$ cat src/rtl/sync_down_timer_if.sv
// Control and status bundle for sync_down_timer.
// The master drives the control inputs and watches the count; the timer is the slave.
interface sync_down_timer_if #(
    parameter int WIDTH = 4
);
    logic             start;
    logic             stop;
    logic             en;
    logic             periodic;
    logic [WIDTH-1:0] load_val;
    logic [WIDTH-1:0] q;
    logic             busy;
    logic             done;
    logic             tc;

    modport master (
        output start, stop, en, periodic, load_val,
        input  q, busy, done, tc
    );

    modport slave (
        input  start, stop, en, periodic, load_val,
        output q, busy, done, tc
    );
endinterface

$ cat src/rtl/sync_down_timer.sv
// Loadable down-counter with one-shot and auto-reload modes and a one-cycle terminal-count pulse.
// Used as the interval/timeout generator next to the up-counters.
module sync_down_timer #(
    parameter int WIDTH = 4
) (
    input  logic              clk,
    input  logic              rst,
    sync_down_timer_if.slave  bus
);

    typedef enum logic [1:0] {
        IDLE = 2'd0,
        RUN  = 2'd1,
        DONE = 2'd2
    } state_t;

    state_t           state;
    state_t           state_next;
    logic [WIDTH-1:0] count;
    logic [WIDTH-1:0] count_next;
    logic [WIDTH-1:0] reload;
    logic [WIDTH-1:0] reload_next;
    logic             mode;
    logic             mode_next;
    logic             tc_next;
    logic             busy_r;
    logic             done_r;
    logic             tc_r;
    logic             load_ok;

    // A zero load value is never accepted, so a start with load_val==0 falls through to lower priorities.
    assign load_ok = bus.start && (bus.load_val != '0);

    always_comb begin
        state_next  = state;
        count_next  = count;
        reload_next = reload;
        mode_next   = mode;
        tc_next     = 1'b0;

        case (state)
            IDLE: begin
                if (!bus.stop && load_ok) begin
                    count_next  = bus.load_val;
                    reload_next = bus.load_val;
                    mode_next   = bus.periodic;
                    state_next  = RUN;
                end
            end
            RUN: begin
                if (bus.stop) begin
                    state_next = IDLE;
                end else if (load_ok) begin
                    count_next  = bus.load_val;
                    reload_next = bus.load_val;
                    mode_next   = bus.periodic;
                end else if (bus.en) begin
                    if (count > WIDTH'(1)) begin
                        count_next = count - WIDTH'(1);
                    end else if (count == WIDTH'(1)) begin
                        count_next = '0;
                        tc_next    = 1'b1;
                        if (!mode) begin
                            state_next = DONE;
                        end
                    end else if (mode) begin
                        // Zero is a full count step in periodic mode: period is reload+1 ticks.
                        count_next = reload;
                    end
                end
            end
            DONE: begin
                if (bus.stop) begin
                    state_next = IDLE;
                    count_next = '0;
                end else if (load_ok) begin
                    count_next  = bus.load_val;
                    reload_next = bus.load_val;
                    mode_next   = bus.periodic;
                    state_next  = RUN;
                end
            end
            default: begin
                state_next = IDLE;
                count_next = '0;
            end
        endcase
    end

    always_ff @(posedge clk) begin
        if (rst) begin
            state  <= IDLE;
            count  <= '0;
            reload <= '0;
            mode   <= 1'b0;
            busy_r <= 1'b0;
            done_r <= 1'b0;
            tc_r   <= 1'b0;
        end else begin
            state  <= state_next;
            count  <= count_next;
            reload <= reload_next;
            mode   <= mode_next;
            busy_r <= (state_next == RUN);
            done_r <= (state_next == DONE);
            tc_r   <= tc_next;
        end
    end

    assign bus.q    = count;
    assign bus.busy = busy_r;
    assign bus.done = done_r;
    assign bus.tc   = tc_r;

endmodule

$ cat src/flat_wrapper.sv
// flat-port wrapper written by rule: the top's interface ports become plain ports
module sync_down_timer_flat 
#(
    parameter int WIDTH = 4
)
  (clk, rst, bus_start, bus_stop, bus_en, bus_periodic, bus_load_val, bus_q, bus_busy, bus_done, bus_tc);
  sync_down_timer_if #(.WIDTH(WIDTH)) bus_i ();
  input  logic clk;
  input  logic rst;
  input wire logic [$bits(bus_i.start)-1:0] bus_start;
  input wire logic [$bits(bus_i.stop)-1:0] bus_stop;
  input wire logic [$bits(bus_i.en)-1:0] bus_en;
  input wire logic [$bits(bus_i.periodic)-1:0] bus_periodic;
  input wire logic [$bits(bus_i.load_val)-1:0] bus_load_val;
  output wire logic [$bits(bus_i.q)-1:0] bus_q;
  output wire logic [$bits(bus_i.busy)-1:0] bus_busy;
  output wire logic [$bits(bus_i.done)-1:0] bus_done;
  output wire logic [$bits(bus_i.tc)-1:0] bus_tc;
  assign bus_i.start = bus_start;
  assign bus_i.stop = bus_stop;
  assign bus_i.en = bus_en;
  assign bus_i.periodic = bus_periodic;
  assign bus_i.load_val = bus_load_val;
  assign bus_q = bus_i.q;
  assign bus_busy = bus_i.busy;
  assign bus_done = bus_i.done;
  assign bus_tc = bus_i.tc;
  sync_down_timer #(.WIDTH(WIDTH)) u_core (.clk(clk), .rst(rst), .bus(bus_i));
endmodule
$ cat config.mk
export PLATFORM = sky130hd
export DESIGN_NAME = sync_down_timer_flat
export DESIGN_NICKNAME = d
export VERILOG_FILES = /design/src/rtl/sync_down_timer_if.sv /design/src/rtl/sync_down_timer.sv /design/src/flat_wrapper.sv
export SDC_FILE = /design/constraint.sdc
export NUM_CORES = 1
export LEC_CHECK = 0
export BUFFER_PORTS_ARGS = -buffer_cell sky130_fd_sc_hd__buf_2
export CAP_MARGIN = 20
export CORE_MARGIN = 1.5
export CORE_UTILIZATION = 25
export CTS_BUF_LIST = sky130_fd_sc_hd__clkbuf_8
export CTS_CLUSTER_DIAMETER = 30
export CTS_CLUSTER_SIZE = 14
export DETAILED_ROUTE_END_ITERATION = 12
export PLACE_DENSITY = 0.43
export SYNTH_ARGS = -nofsm -noshare
export SYNTH_HDL_FRONTEND = slang
export SYNTH_SLANG_ARGS = --single-unit
$ cat constraint.sdc
create_clock -name clk -period 4.3 [get_ports clk]
set_input_delay 0.645 -clock clk [delete_from_list [all_inputs] [get_ports clk]]
set_output_delay 0.645 -clock clk [all_outputs]
set_load 0.005 [all_outputs]
==> results.txt <==
The number of antenna diodes in the final layout is 0. The detailed router finished its first iteration with 22 violations. The count of unique library cells instantiated by Yosys came out at 32.

The sequential cell area in the final layout came out at 280 µm². The final critical path time including I/O delays and setup is 2.01 ns. The cell class contributing the biggest share of worst-path delay is simple AND/OR/NAND/NOR gates. The share of the Yosys chip area taken by registers is 0.330. The flow ran to the end, and the final reports show no timing, DRC or antenna violations.

The worst register-to-register path ends at u_core.bus.q[2]. The startpoint of the most critical register-to-register path is u_core.state[0]. The CTS buffer count came out at 3.

The final setup skew came out at 0.00273 ns. The detailed-route vias per instance is 5.12. Of the available clock period, the critical path in the final layout requires 0.467. The total standard cell area after synthesis is 848 µm².

The count of input and output buffers came out at 16. CTS built an H-tree with a depth of 1. In this run, placement finished with an instance count of 158. The remaining routing DRC violations came out at 0. On the worst path, the slowest cell contributes a delay of 0.55 ns. The worst hold path terminates at u_core.reload[1]. The number of pins with negative max-slew slack in the final report came out at 0. Counting cells, the worst reg-to-reg path comes to 7. The power per cell area came out at 348 nW/µm². The clock network latency to the later pin of the worst-skew pair is 0.25 ns. The number of nets in the layout is 135. Entering global routing, the biggest net connects 16 pins. The cell sitting at the root of the clock tree is a clkbuf_8. The via total after detailed routing is 830.

The net count of the mapped netlist is 118. The element type at the critical path start is a flop. The area added between synthesis and finish came out at 19.8%. The filler cells instantiated in the layout total 348. The worst setup timing slack at the placement stage is 2.20 ns. The async set-reset flop share out of synthesis came out at 0. The global-route wire length before repair came out at 3.45 mm.

The worst hold path begins at u_core.reload[1]. The minimum setup slack in the final design came out at 2.29 ns. The worst-case headroom to the max-slew limit is 0.620.

The static leakage power came out at 0.000399 µW. The mean routed wirelength per cell is 13.7 µm. Clock-pin slew was measured on the worst setup and hold paths at 0.06 ns. Of the total power, the share spent switching nets is 0.289. TritonCTS built the clock tree.

The biggest area contributor in the post-synthesis netlist is dfxtp_1. For this run, the top clock speed supported by timing is 0.498 GHz. Among all flip-flop cells after synthesis, the most frequent one is dfxtp_1. Of all nets on the critical path, the largest fanout is 5. The critical path endpoint category is a flop.

The net switching power of the design is 102 µW. The finished layout holds 162 standard cells, fillers aside. The count of antenna-violating nets left after detailed routing is 0. The die footprint came out at 3750 µm². The proportion of netlist area held by the largest area contributor is 0.330. The floorplan has 20 rows. The signal on the critical path passes through inv_1 > ha_1 > or4b_1 > a21oi_1 > a211o_1 > nand2_1 > o32ai_1. The share of cells above drive strength 1 is 0.195. The overall global routing resource usage is 0.125.

The detailed-placement wirelength estimate came out at 1.67 mm. The commonest cells after synthesis are dfxtp_1, a21oi_1, inv_1, nor2_1, o21ai_0. The internal reg-to-reg setup slack came out at 2.29 ns. The clock group share of total power is 0.368. Yosys instantiated no cell more often than dfxtp_1. In the synthesized netlist, the number of instances is 102. The post-synthesis area per instance is 8.32 µm². The die width is 61.3 µm. The multi-input combinational cell area is 515 µm². The synthesized design contains 0 enable-type register cells. The largest buffer count on any clock path is 2.

The number of warnings reported in the yosys synthesis log is 0. The total of hold buffers inserted after clock tree synthesis is 0. Of the total power, registers draw 0.411. The number of buffers and inverters on the critical path is 1. Setup repair after global routing left no endpoint under its margin. The initial utilization of the core area, before any placement, comes to 0.271. The TritonCTS sink count is 14. The placer's final routability congestion estimate is 0.780.

The slew of the pin with the lowest slew margin came out at 0.569 ns. The total power after layout came out at 353 µW. The count of buffers added by post-CTS timing repair for setup is 0. Wires add up to 2.22 mm. The post-route setup TNS is 0 ns. The internal power consumption came out at 251 µW.

The tool flagged a number of max-cap violations equal to 0. The number of hold violations in the final report came to 0. The iteration count of the initial detailed-routing pass came out at 5. The worst min-delay path class is reg2reg. The power share of the combinational group came out at 0.221. The number of gates resized after cts is 0. The type of the setup path with the least slack is reg2reg. Synthesis inferred 14 register bits.

The number of instances on the worst hold path is 2. The floorplan step set the die height to 61.3 µm. The floorplan step defined a core boundary enclosing 3130 µm². The worst endpoint required time is 4.45 ns. Global routing finished with a remaining overflow of 0. In this run the count of I/O pins placed on the die edge is 17. Yosys attributes the largest share of cell area to dfxtp_1, ha_1, a21oi_1. The library cell contributing the largest single delay on the critical path is or4b_1. The initial antenna violation count is 0. The worst vdd rail ir drop is 0.000154 V.

The data arrival time of the worst path is 2.16 ns. The number of global-route vias before repair is 733. The count of final setup violators is 0.

The worst-case hold slack is 0.490 ns.
==> flip-flops by register name, indices dropped and copies added, names as in the netlist <==
signal,flops
u_core.state,2
u_core.reload,4
u_core.mode,1
u_core.bus.done,1
u_core.bus.q,4
u_core.bus.busy,1
u_core.bus.tc,1
==> cell usage in the layout, fill, tap and decap left out, drive strengths merged <==
| master | count |
|---|---|
| a32oi | 3 |
| o22ai | 3 |
| o41ai | 1 |
| o32ai | 4 |
| dfxtp | 14 |
| o21ai | 8 |
| or3 | 1 |
| a31oi | 1 |
| a21oi | 11 |
| nand4 | 1 |
| nor2 | 9 |
| o22a | 1 |
| or4b | 1 |
| ha | 6 |
| nor2b | 1 |
| a211o | 1 |
| nand4b | 1 |
| buf | 16 |
| and4 | 1 |
| clkbuf | 4 |
| mux2i | 2 |
| inv | 8 |
| o21a | 1 |
| o211ai | 1 |
| nor4 | 2 |
| nand2 | 7 |
| nor3b | 3 |
| nor3 | 2 |
| nand2b | 1 |
| a211oi | 1 |
| nand3 | 2 |
==> power groups by stage <==
stage	Clock (µW)	Combinational, µW	Sequential, µW
after global routing	139	87.0	146
after global placement	0	77.1	148
after CTS	135	77.2	145
after detailed placement	0	76.8	148
after floorplan	0	54.3	146
final	130	77.9	145
==> worst reg2reg max path: cells and delay by family, from the launching register on <==
| kind | cells | cell delay, ns |
|---|---|---|
| AND/OR/NAND/NOR | 2 | 0.69 |
| buffers and inverters | 1 | 0.08 |
| flip-flops | 1 | 0.40 |
| AO/OA/AOI/OAI | 3 | 0.49 |
| adder cells (fa/ha/maj) | 1 | 0.26 |
==> worst max-delay path by stage <==
stage,startpoint,end,slack [ns],cells after the start
finish,u_core.state[0],u_core.bus.q[2],2.29,7
floorplan,bus_stop,u_core.bus.q[0],2.47,6
global placement,bus_load_val[0],u_core.bus.q[1],2.20,5
CTS,u_core.state[0],u_core.bus.q[1],2.29,7
global route,u_core.state[0],u_core.bus.q[2],2.12,7
detailed placement,bus_load_val[0],u_core.bus.q[2],2.20,5
==> through the flow <==
step	area (µm²)	utilization
after global placement	961	0.307
final	1020	0.325
after detailed placement	961	0.307
after CTS	1020	0.325
after floorplan	848	-
after global routing	1020	0.325
==> layout make-up <==
cell class / instances / share of cell area
Inverter: 8 / 0.0296
Sequential cell: 14 / 0.276
Clock buffer: 4 / 0.0542
Multi-Input combinational cell: 76 / 0.507
Tap cell: 44 / 0.0542
Timing Repair Buffer: 16 / 0.0788
==> metal layers <==
metal / wire [µm] / vias to the layer above / global-route usage
met5: 0 / - / 0
li1: - / 414 / -
met1: 1110 / 389 / 0.171
met2: 978 / 25 / 0.187
met3: 117 / 2 / 0.0399
met4: 8 / 0 / 0.0373
==> logic make-up after synthesis <==
kind of cell             synth area share
AO/OA/AOI/OAI                       0.295
adder cells (fa/ha/maj)            0.0885
multiplexers                       0.0236
buffers and inverters              0.0619
flip-flops                          0.330
AND/OR/NAND/NOR                     0.201
Power figures use the tool's default switching activity.
